[src/rtl/dbg_guv_ctl.sv]
// Inline AXI-Stream debug governor: pause, drop, log and inject on a user stream,
// configured through shadow registers that a commit command copies atomically.
module dbg_guv_ctl #(
    parameter int unsigned DATA_WIDTH = 32,
    parameter int unsigned DEST_WIDTH = 16,
    parameter int unsigned ID_WIDTH   = 16,
    parameter int unsigned CNT_SIZE   = 16,
    parameter logic [7:0]  GUV_ADDR   = 8'd0
) (
    input  logic                                                         clk,
    input  logic                                                         rst,
    input  logic [DATA_WIDTH-1:0]                                        cmd_TDATA,
    input  logic                                                         cmd_TVALID,
    output logic                                                         cmd_TREADY,
    input  logic [DATA_WIDTH-1:0]                                        in_TDATA,
    input  logic [DATA_WIDTH/8-1:0]                                      in_TKEEP,
    input  logic [DEST_WIDTH-1:0]                                        in_TDEST,
    input  logic [ID_WIDTH-1:0]                                          in_TID,
    input  logic                                                         in_TLAST,
    input  logic                                                         in_TVALID,
    output logic                                                         in_TREADY,
    output logic [DATA_WIDTH-1:0]                                        out_TDATA,
    output logic [DATA_WIDTH/8-1:0]                                      out_TKEEP,
    output logic [DEST_WIDTH-1:0]                                        out_TDEST,
    output logic [ID_WIDTH-1:0]                                          out_TID,
    output logic                                                         out_TLAST,
    output logic                                                         out_TVALID,
    input  logic                                                         out_TREADY,
    output logic [DATA_WIDTH+DATA_WIDTH/8+1+DEST_WIDTH+ID_WIDTH-1:0]     log_catted_TDATA,
    output logic                                                         log_catted_TVALID,
    input  logic                                                         log_catted_TREADY,
    output logic                                                         log_catted_TLAST
);

    localparam int unsigned KEEP_WIDTH = DATA_WIDTH / 8;

    localparam logic [3:0] REG_DROP_CNT  = 4'd0;
    localparam logic [3:0] REG_LOG_CNT   = 4'd1;
    localparam logic [3:0] REG_INJ_DATA  = 4'd2;
    localparam logic [3:0] REG_INJ_VALID = 4'd3;
    localparam logic [3:0] REG_INJ_LAST  = 4'd4;
    localparam logic [3:0] REG_INJ_KEEP  = 4'd5;
    localparam logic [3:0] REG_INJ_DEST  = 4'd6;
    localparam logic [3:0] REG_INJ_ID    = 4'd7;
    localparam logic [3:0] REG_PAUSE     = 4'd8;
    localparam logic [3:0] REG_KEEP_DROP = 4'd9;
    localparam logic [3:0] REG_KEEP_LOG  = 4'd10;
    localparam logic [3:0] REG_COMMIT    = 4'd15;

    typedef enum logic {
        ST_IDLE = 1'b0,
        ST_VAL  = 1'b1
    } state_t;

    state_t     state, state_nxt;
    logic [3:0] reg_sel, reg_sel_nxt;
    logic       match, match_nxt;
    logic       commit_c, wr_en_c;

    logic                  cmd_hs, hdr_match;
    logic [3:0]            hdr_reg;

    logic [CNT_SIZE-1:0]   sh_drop_cnt, sh_log_cnt;
    logic [DATA_WIDTH-1:0] sh_inj_data;
    logic [KEEP_WIDTH-1:0] sh_inj_keep;
    logic [DEST_WIDTH-1:0] sh_inj_dest;
    logic [ID_WIDTH-1:0]   sh_inj_id;
    logic                  sh_inj_valid, sh_inj_last;
    logic                  sh_pause, sh_keep_drop, sh_keep_log;

    logic [CNT_SIZE-1:0]   act_drop_cnt, act_log_cnt;
    logic [DATA_WIDTH-1:0] act_inj_data;
    logic [KEEP_WIDTH-1:0] act_inj_keep;
    logic [DEST_WIDTH-1:0] act_inj_dest;
    logic [ID_WIDTH-1:0]   act_inj_id;
    logic                  act_inj_last, inj_pending;
    logic                  act_pause, act_keep_drop, act_keep_log;

    logic drop_act, log_act, in_hs, inj_hs;

    assign cmd_hs    = cmd_TVALID & cmd_TREADY;
    assign hdr_match = (cmd_TDATA[15:8] == GUV_ADDR);
    assign hdr_reg   = cmd_TDATA[3:0];

    // Command decoder state register
    always_ff @(posedge clk or posedge rst) begin
        if (rst) begin
            state      <= ST_IDLE;
            reg_sel    <= 4'd0;
            match      <= 1'b0;
            cmd_TREADY <= 1'b0;
        end else begin
            state      <= state_nxt;
            reg_sel    <= reg_sel_nxt;
            match      <= match_nxt;
            cmd_TREADY <= 1'b1;
        end
    end

    // Header/value sequencing; commit headers complete without a value flit
    always_comb begin
        state_nxt   = state;
        reg_sel_nxt = reg_sel;
        match_nxt   = match;
        commit_c    = 1'b0;
        wr_en_c     = 1'b0;
        case (state)
            ST_IDLE: begin
                if (cmd_hs) begin
                    if (hdr_reg == REG_COMMIT) begin
                        commit_c = hdr_match;
                    end else begin
                        reg_sel_nxt = hdr_reg;
                        match_nxt   = hdr_match;
                        state_nxt   = ST_VAL;
                    end
                end
            end
            ST_VAL: begin
                if (cmd_hs) begin
                    wr_en_c   = match;
                    state_nxt = ST_IDLE;
                end
            end
            default: state_nxt = ST_IDLE;
        endcase
    end

    // Shadow registers
    always_ff @(posedge clk or posedge rst) begin
        if (rst) begin
            sh_drop_cnt  <= '0;
            sh_log_cnt   <= '0;
            sh_inj_data  <= '0;
            sh_inj_keep  <= '0;
            sh_inj_dest  <= '0;
            sh_inj_id    <= '0;
            sh_inj_valid <= 1'b0;
            sh_inj_last  <= 1'b0;
            sh_pause     <= 1'b0;
            sh_keep_drop <= 1'b0;
            sh_keep_log  <= 1'b0;
        end else if (wr_en_c) begin
            case (reg_sel)
                REG_DROP_CNT:  sh_drop_cnt  <= CNT_SIZE'(cmd_TDATA);
                REG_LOG_CNT:   sh_log_cnt   <= CNT_SIZE'(cmd_TDATA);
                REG_INJ_DATA:  sh_inj_data  <= cmd_TDATA;
                REG_INJ_VALID: sh_inj_valid <= cmd_TDATA[0];
                REG_INJ_LAST:  sh_inj_last  <= cmd_TDATA[0];
                REG_INJ_KEEP:  sh_inj_keep  <= KEEP_WIDTH'(cmd_TDATA);
                REG_INJ_DEST:  sh_inj_dest  <= DEST_WIDTH'(cmd_TDATA);
                REG_INJ_ID:    sh_inj_id    <= ID_WIDTH'(cmd_TDATA);
                REG_PAUSE:     sh_pause     <= cmd_TDATA[0];
                REG_KEEP_DROP: sh_keep_drop <= cmd_TDATA[0];
                REG_KEEP_LOG:  sh_keep_log  <= cmd_TDATA[0];
                default: ;
            endcase
        end else if (commit_c && !inj_pending && sh_inj_valid) begin
            sh_inj_valid <= 1'b0;
        end
    end

    assign in_hs  = in_TVALID & in_TREADY;
    assign inj_hs = inj_pending & out_TREADY;

    // Active registers; a commit wins over a same-cycle counter decrement
    always_ff @(posedge clk or posedge rst) begin
        if (rst) begin
            act_drop_cnt  <= '0;
            act_log_cnt   <= '0;
            act_inj_data  <= '0;
            act_inj_keep  <= '0;
            act_inj_dest  <= '0;
            act_inj_id    <= '0;
            act_inj_last  <= 1'b0;
            inj_pending   <= 1'b0;
            act_pause     <= 1'b0;
            act_keep_drop <= 1'b0;
            act_keep_log  <= 1'b0;
        end else begin
            if (commit_c) begin
                act_drop_cnt <= sh_drop_cnt;
                act_log_cnt  <= sh_log_cnt;
            end else if (in_hs) begin
                if (act_drop_cnt != '0) act_drop_cnt <= act_drop_cnt - CNT_SIZE'(1);
                if (act_log_cnt != '0)  act_log_cnt  <= act_log_cnt - CNT_SIZE'(1);
            end

            if (inj_hs) inj_pending <= 1'b0;

            if (commit_c) begin
                act_pause     <= sh_pause;
                act_keep_drop <= sh_keep_drop;
                act_keep_log  <= sh_keep_log;
                // A still-pending injection keeps its payload; the shadow copy waits
                if (!inj_pending) begin
                    act_inj_data <= sh_inj_data;
                    act_inj_keep <= sh_inj_keep;
                    act_inj_dest <= sh_inj_dest;
                    act_inj_id   <= sh_inj_id;
                    act_inj_last <= sh_inj_last;
                    inj_pending  <= sh_inj_valid;
                end
            end
        end
    end

    assign drop_act = act_keep_drop | (act_drop_cnt != '0);
    assign log_act  = act_keep_log  | (act_log_cnt  != '0);

    // Zero-latency datapath: injection, then pause, then pass/drop/log
    always_comb begin
        in_TREADY         = 1'b0;
        out_TVALID        = 1'b0;
        log_catted_TVALID = 1'b0;
        out_TDATA         = in_TDATA;
        out_TKEEP         = in_TKEEP;
        out_TDEST         = in_TDEST;
        out_TID           = in_TID;
        out_TLAST         = in_TLAST;
        if (inj_pending) begin
            out_TDATA  = act_inj_data;
            out_TKEEP  = act_inj_keep;
            out_TDEST  = act_inj_dest;
            out_TID    = act_inj_id;
            out_TLAST  = act_inj_last;
            out_TVALID = 1'b1;
        end else if (!act_pause) begin
            in_TREADY         = (drop_act | out_TREADY) & (~log_act | log_catted_TREADY);
            out_TVALID        = in_TVALID & ~drop_act & (~log_act | log_catted_TREADY);
            log_catted_TVALID = in_TVALID & log_act & (drop_act | out_TREADY);
        end
    end

    assign log_catted_TDATA = {in_TDATA, in_TKEEP, in_TLAST, in_TDEST, in_TID};
    assign log_catted_TLAST = in_TLAST;

endmodule

[config.mk]
export PLATFORM = sky130hd
export DESIGN_NAME = dbg_guv_ctl
export DESIGN_NICKNAME = d
export VERILOG_FILES = /design/src/rtl/dbg_guv_ctl.sv
export SDC_FILE = /design/constraint.sdc
export NUM_CORES = 1
export LEC_CHECK = 0
export BUFFER_PORTS_ARGS = -buffer_cell sky130_fd_sc_hd__buf_2
export CORE_UTILIZATION = 45
export CTS_CLUSTER_DIAMETER = 60
export DETAILED_ROUTE_END_ITERATION = 8
export PLACE_DENSITY = 0.69
export SYNTH_ARGS = -nofsm -noshare
export SYNTH_HDL_FRONTEND = slang
export SYNTH_SLANG_ARGS = --single-unit
[constraint.sdc]
create_clock -name clk -period 8.45 [get_ports clk]
set_input_delay 1.69 -clock clk [delete_from_list [all_inputs] [get_ports clk]]
set_output_delay 1.69 -clock clk [all_outputs]
set_load 0.1 [all_outputs]
### Word-level counts from Yosys, hierarchy flattened

Cells that the tools add are included.

* add/sub/neg operators: 2
* $mul: 0
* div/mod/pow operators: 0
* magnitude comparators: 0
* eq/ne operators: 12
* shift-type cells: 0
* multiplexer cells: 32
* bitwise logic cells: 17
* reductions and logical operators: 26

Operator list (number)
* two-way mux 16 bit: 8
* two-way mux 32 bit: 1
* nonzero test 16 bit: 2
* subtractor 16 x 1 -> 16 bit, second input constant: 2
* AND reduction 2 bit: 14
* two-way mux 1 bit: 21
* == test 4 x 3 -> 1 bit, second input constant: 4
* == test 4 bit, second input constant: 4
* AND 1 bit: 8
* == test 4 x 2 -> 1 bit, second input constant: 2
* logical NOT 8 bit: 1
* nonzero test 2 bit: 4
* NOT 1 bit: 5
* == test 4 x 1 -> 1 bit, second input constant: 1
* logical NOT 4 bit: 1
* two-way mux 4 bit: 1
* OR 1 bit: 4
* AND reduction 3 bit: 1
* logical AND 1 bit: 2
* != test 2 x 1 -> 1 bit, second input constant: 1
* case mux 1 bit (2 select lines): 1
* logical NOT 1 bit: 1

* register bits: 217
* latch bits: 0
* RAM bits: 0
* ROM bits: 0
* bits of input ports: 107
* output and inout port bits: 143
* logic and storage cells: 115
* memories kept: 0

### Depth between registers and ports, before layout

* depth after elaboration: 10
* gate-level depth with buffers: 8
* depth with buffers taken out: 7

### Worst setup path before layout

Ideal clock, no wire load.

* path type: input-to-output
* start: in in_TVALID
* end: out log_catted_TVALID
* arrival: 2955 ps
* setup slack: 3805 ps
* stages: 2
* cell sequence: nor3b_1 -> and3_1

* word-level cells in the longest chain between the ends: 4

Ends and longest elaborated chain
* start: declaration: RTL line 20 `input logic in_TVALID,`
* AND 1 bit (2 in series): RTL line 231 `log_catted_TVALID = in_TVALID & log_act & (drop_act | out_TREADY);`
* two-way mux 1 bit: RTL line 228 `end else if (!act_pause) begin`
* two-way mux 1 bit: RTL line 221 `if (inj_pending) begin`
* end: declaration: RTL line 30 `output logic log_catted_TVALID,`

Every way passes these cells.

### Worst setup path after layout

Ends and elaborated chain as after synthesis.

==> summary.txt <==
Synth
  – Distinct cells, synth: 61
  – Seq/Total Area, Yosys: 0.520
  – Synth Warn #: 0
  – Syn Nets: 926
  – Synth Register Bits: 217
  – Syn_area_per_cell: 12.8 um2
  – Netlist Area Pre-Place: 10,400 um2
  – Post-synth EDFFs: 0
  – Synth async-reset ratio: 1.00
  – Top FF cell, synth: dfrtp_1
  – Gate Count Post-Synth: 815

Cells and area
  – Layout Area Growth over Synthesis: 18.3%
  – Share of cells above drive strength 1: 0.550
  – Most frequent cells in the layout: buf_2 (249), mux2_2 (230), dfrtp_1 (216), nand2_1 (28), nor2_1 (25)
  – Antenna fix cells: 0
  – Commonest non-fill, non-tap cell in the layout: buf_2
  – Fin nets: 1,096

STA
  – Final Cycle Share: 0.550
  – Worst-margin pin slew: 1030 ps
  – Hold_ws: 480 ps
  – Slew Limit Fails: 0
  – RSZ-0062 raised after global routing: no
  – Maximum clock rate: 215 MHz
  – TNS Setup: 0 ps
  – Setup violators final: 0
  – Final hold violations: 0
  – Min Tclk post-route: 4640 ps
  – Slew HR: 0.310
  – Clk_skew: 7.18 ps

CTS
  – CTS root buffer: clkbuf_16
  – Clock buffer depth: 3
  – Setup Fix Bufs, Post-CTS: 0
  – Num Clock Sinks: 217
  – Clk Latency, worst-skew pair: 520 ps
  – Post-cts sizing count: 0
  – CTS hold repair buffers: 0
  – CTS H-tree depth: 1
  – Clock-pin slew on the worst setup and hold paths: 60 ps
  – CTS tree: built
  – CTS Buf Count: 23

Floorplan
  – Row cnt: 55
  – DIE AREA: 23,800 um2
  – # IOs: 250
  – Core Box Area: 22,700 um2
  – Initial Util: 0.460
  – DIE WIDTH: 154 um
  – Die height: 154 um

Drt
  – Via count: 6,895
  – Routed Antenna Nets: 0
  – DRT Wirelength: 23,400 um
  – DR iter-0 viols: 317
  – Via density: 5.36
  – Routed len/inst: 18.2 um
  – DRC errors left: 0
  – First-pass DRT Iterations: 5

Worst setup path
  – Slowest stage delay, CP: 510 ps
  – Worst Path Max Fanout: 6
  – CP most frequent cell: buf_2
  – CP max stage cell: nor3b_1
  – CP Data Arrival Time: 2950 ps
  – Startpoint types: input port
  – Crit Path Class: input port to output port
  – Required @ worst endpoint: 6760 ps
  – CP cell instances: buf_2 -> nor3b_1 -> and3_1 -> buf_2
  – Setup crit end kind: output port

Global routing
  – M3 GR Usage: 0.0252
  – Global route hottest layer: met2
  – Vias in the first global route: 6,643
  – Total GRT Usage: 0.197
  – First-pass GRT wire length: 37,000 um
  – Initial antenna violation count: 0
  – Grt total ovfl: 0
  – M1 GR Usage: 0.267
  – M2 GR Usage: 0.338
  – Pin count of the biggest net entering global routing: 143

Run status
  – Outcome: finished, final reports clean

Placement
  – Post-DP HPWL: 16,100 um
  – Final Wtd Congestion: 0.841
  – IO Port Bufs: 249

Pwr
  – Lkg Pwr: 6.24 nW
  – Internal power: 1.92 mW
  – Power Density: 218 nW/um2
  – Peak VDD IR: 0.000122 V
  – Net Sw Frac: 0.287
  – Sw power: 0.772 mW
  – Reg power frac: 0.392
  – Comb pwr share: 0.148
  – Clock network power share: 0.460

Worst hold path
  – Hold/Removal Path Class: flip-flop to flip-flop

Job
  – Max Cap Viol: 0
## metal layers
| metal | vias to the layer above | routed length (um) |
|---|---|---|
| li1 | 3229 | - |
| met1 | 3438 | 10700 |
| met2 | 202 | 11400 |
| met3 | 26 | 939 |
| met4 | 0 | 308 |
| met5 | - | 0 |
## worst paths after layout
| kind | start | end | slack [ps] | cells after the start |
|---|---|---|---|---|
| max | in_TVALID | log_catted_TVALID | 3810 | 4 |
| min | sh_keep_log | act_keep_log | 480 | 2 |
| max reg2reg | state | act_inj_dest[4] | 5160 | 6 |
| min reg2reg | sh_keep_log | act_keep_log | 480 | 2 |
| max in group asynchronous | rst | sh_log_cnt[14] | 5530 | 3 |
| min in group asynchronous | rst | sh_inj_data[0] | 1390 | 2 |
## power by group through the flow
stage | combinational [mW] | clock [mW] | sequential [mW]
finish | 0.399 | 1.24 | 1.06
global route | 0.415 | 1.30 | 1.06
CTS | 0.402 | 1.26 | 1.06
detailed placement | 0.402 | 0 | 1.08
global placement | 0.401 | 0 | 1.08
floorplan | 0.340 | 0 | 1.08
## synth_stat cells, types with 11 or more instances
cell type  instances  area share
o21ai_0           19      0.0091
inv_1             11      0.0040
o31ai_1           12      0.0086
mux2_2           230        0.25
a31oi_1           15      0.0090
xnor2_1           12       0.010
nand2_1           28       0.010
clkbuf_1          20      0.0072
buf_4             76       0.055
or4_1             15       0.011
nor2_1            28       0.010
dfrtp_1          217        0.52
## cells by family (layout without fill, tap and decap cells)
logic type               after synthesis  in the layout  share of synthesized area
buffers and inverters                122            309                     0.0739
flip-flops                           217            217                      0.520
adder cells (fa/ha/maj)                4              4                    0.00479
AO/OA/AOI/OAI                         84             84                     0.0568
AND/OR/NAND/NOR                      133            133                     0.0734
XOR/XNOR                              13             13                     0.0109
other                                  1              1                   0.000359
multiplexers                         241            241                      0.260
## sequential cells by signal, indices dropped and copies added (netlist names), 16 cells and up
signal / flops
act_log_cnt: 16
sh_log_cnt: 16
sh_inj_data: 32
sh_drop_cnt: 16
act_inj_dest: 16
sh_inj_id: 16
act_drop_cnt: 16
sh_inj_dest: 16
act_inj_data: 32
act_inj_id: 16
## critical path: cells and delay by family
kind | cells | cell delay [ps]
buffers and inverters | 2 | 510
and+or+nand+nor | 2 | 750
## cell type report
type                            count  area [um2]
Multi-Input combinational cell    476        4260
Tap cell                          285         357
Clock buffer                       30         672
Timing Repair Buffer              256        1300
Inverter                           11        48.8
Sequential cell                   217        5430
Clock inverter                     12         284
Fill cell                        1918       10400
## metrics by stage
step	utilization	instance area, um2	total power, mW	setup slack [ps]	cells
2_1_floorplan	-	10400	1.42	824	815
3_3_place_gp	0.502	11400	1.48	3370	1244
3_5_place_dp	0.502	11400	1.48	3340	1244
4_1_cts	0.544	12300	2.72	3340	1286
5_1_grt	0.544	12400	2.77	3700	1287
6_report	0.544	12400	2.69	3810	1287
No activity file was read; power rests on OpenSTA's default activity.
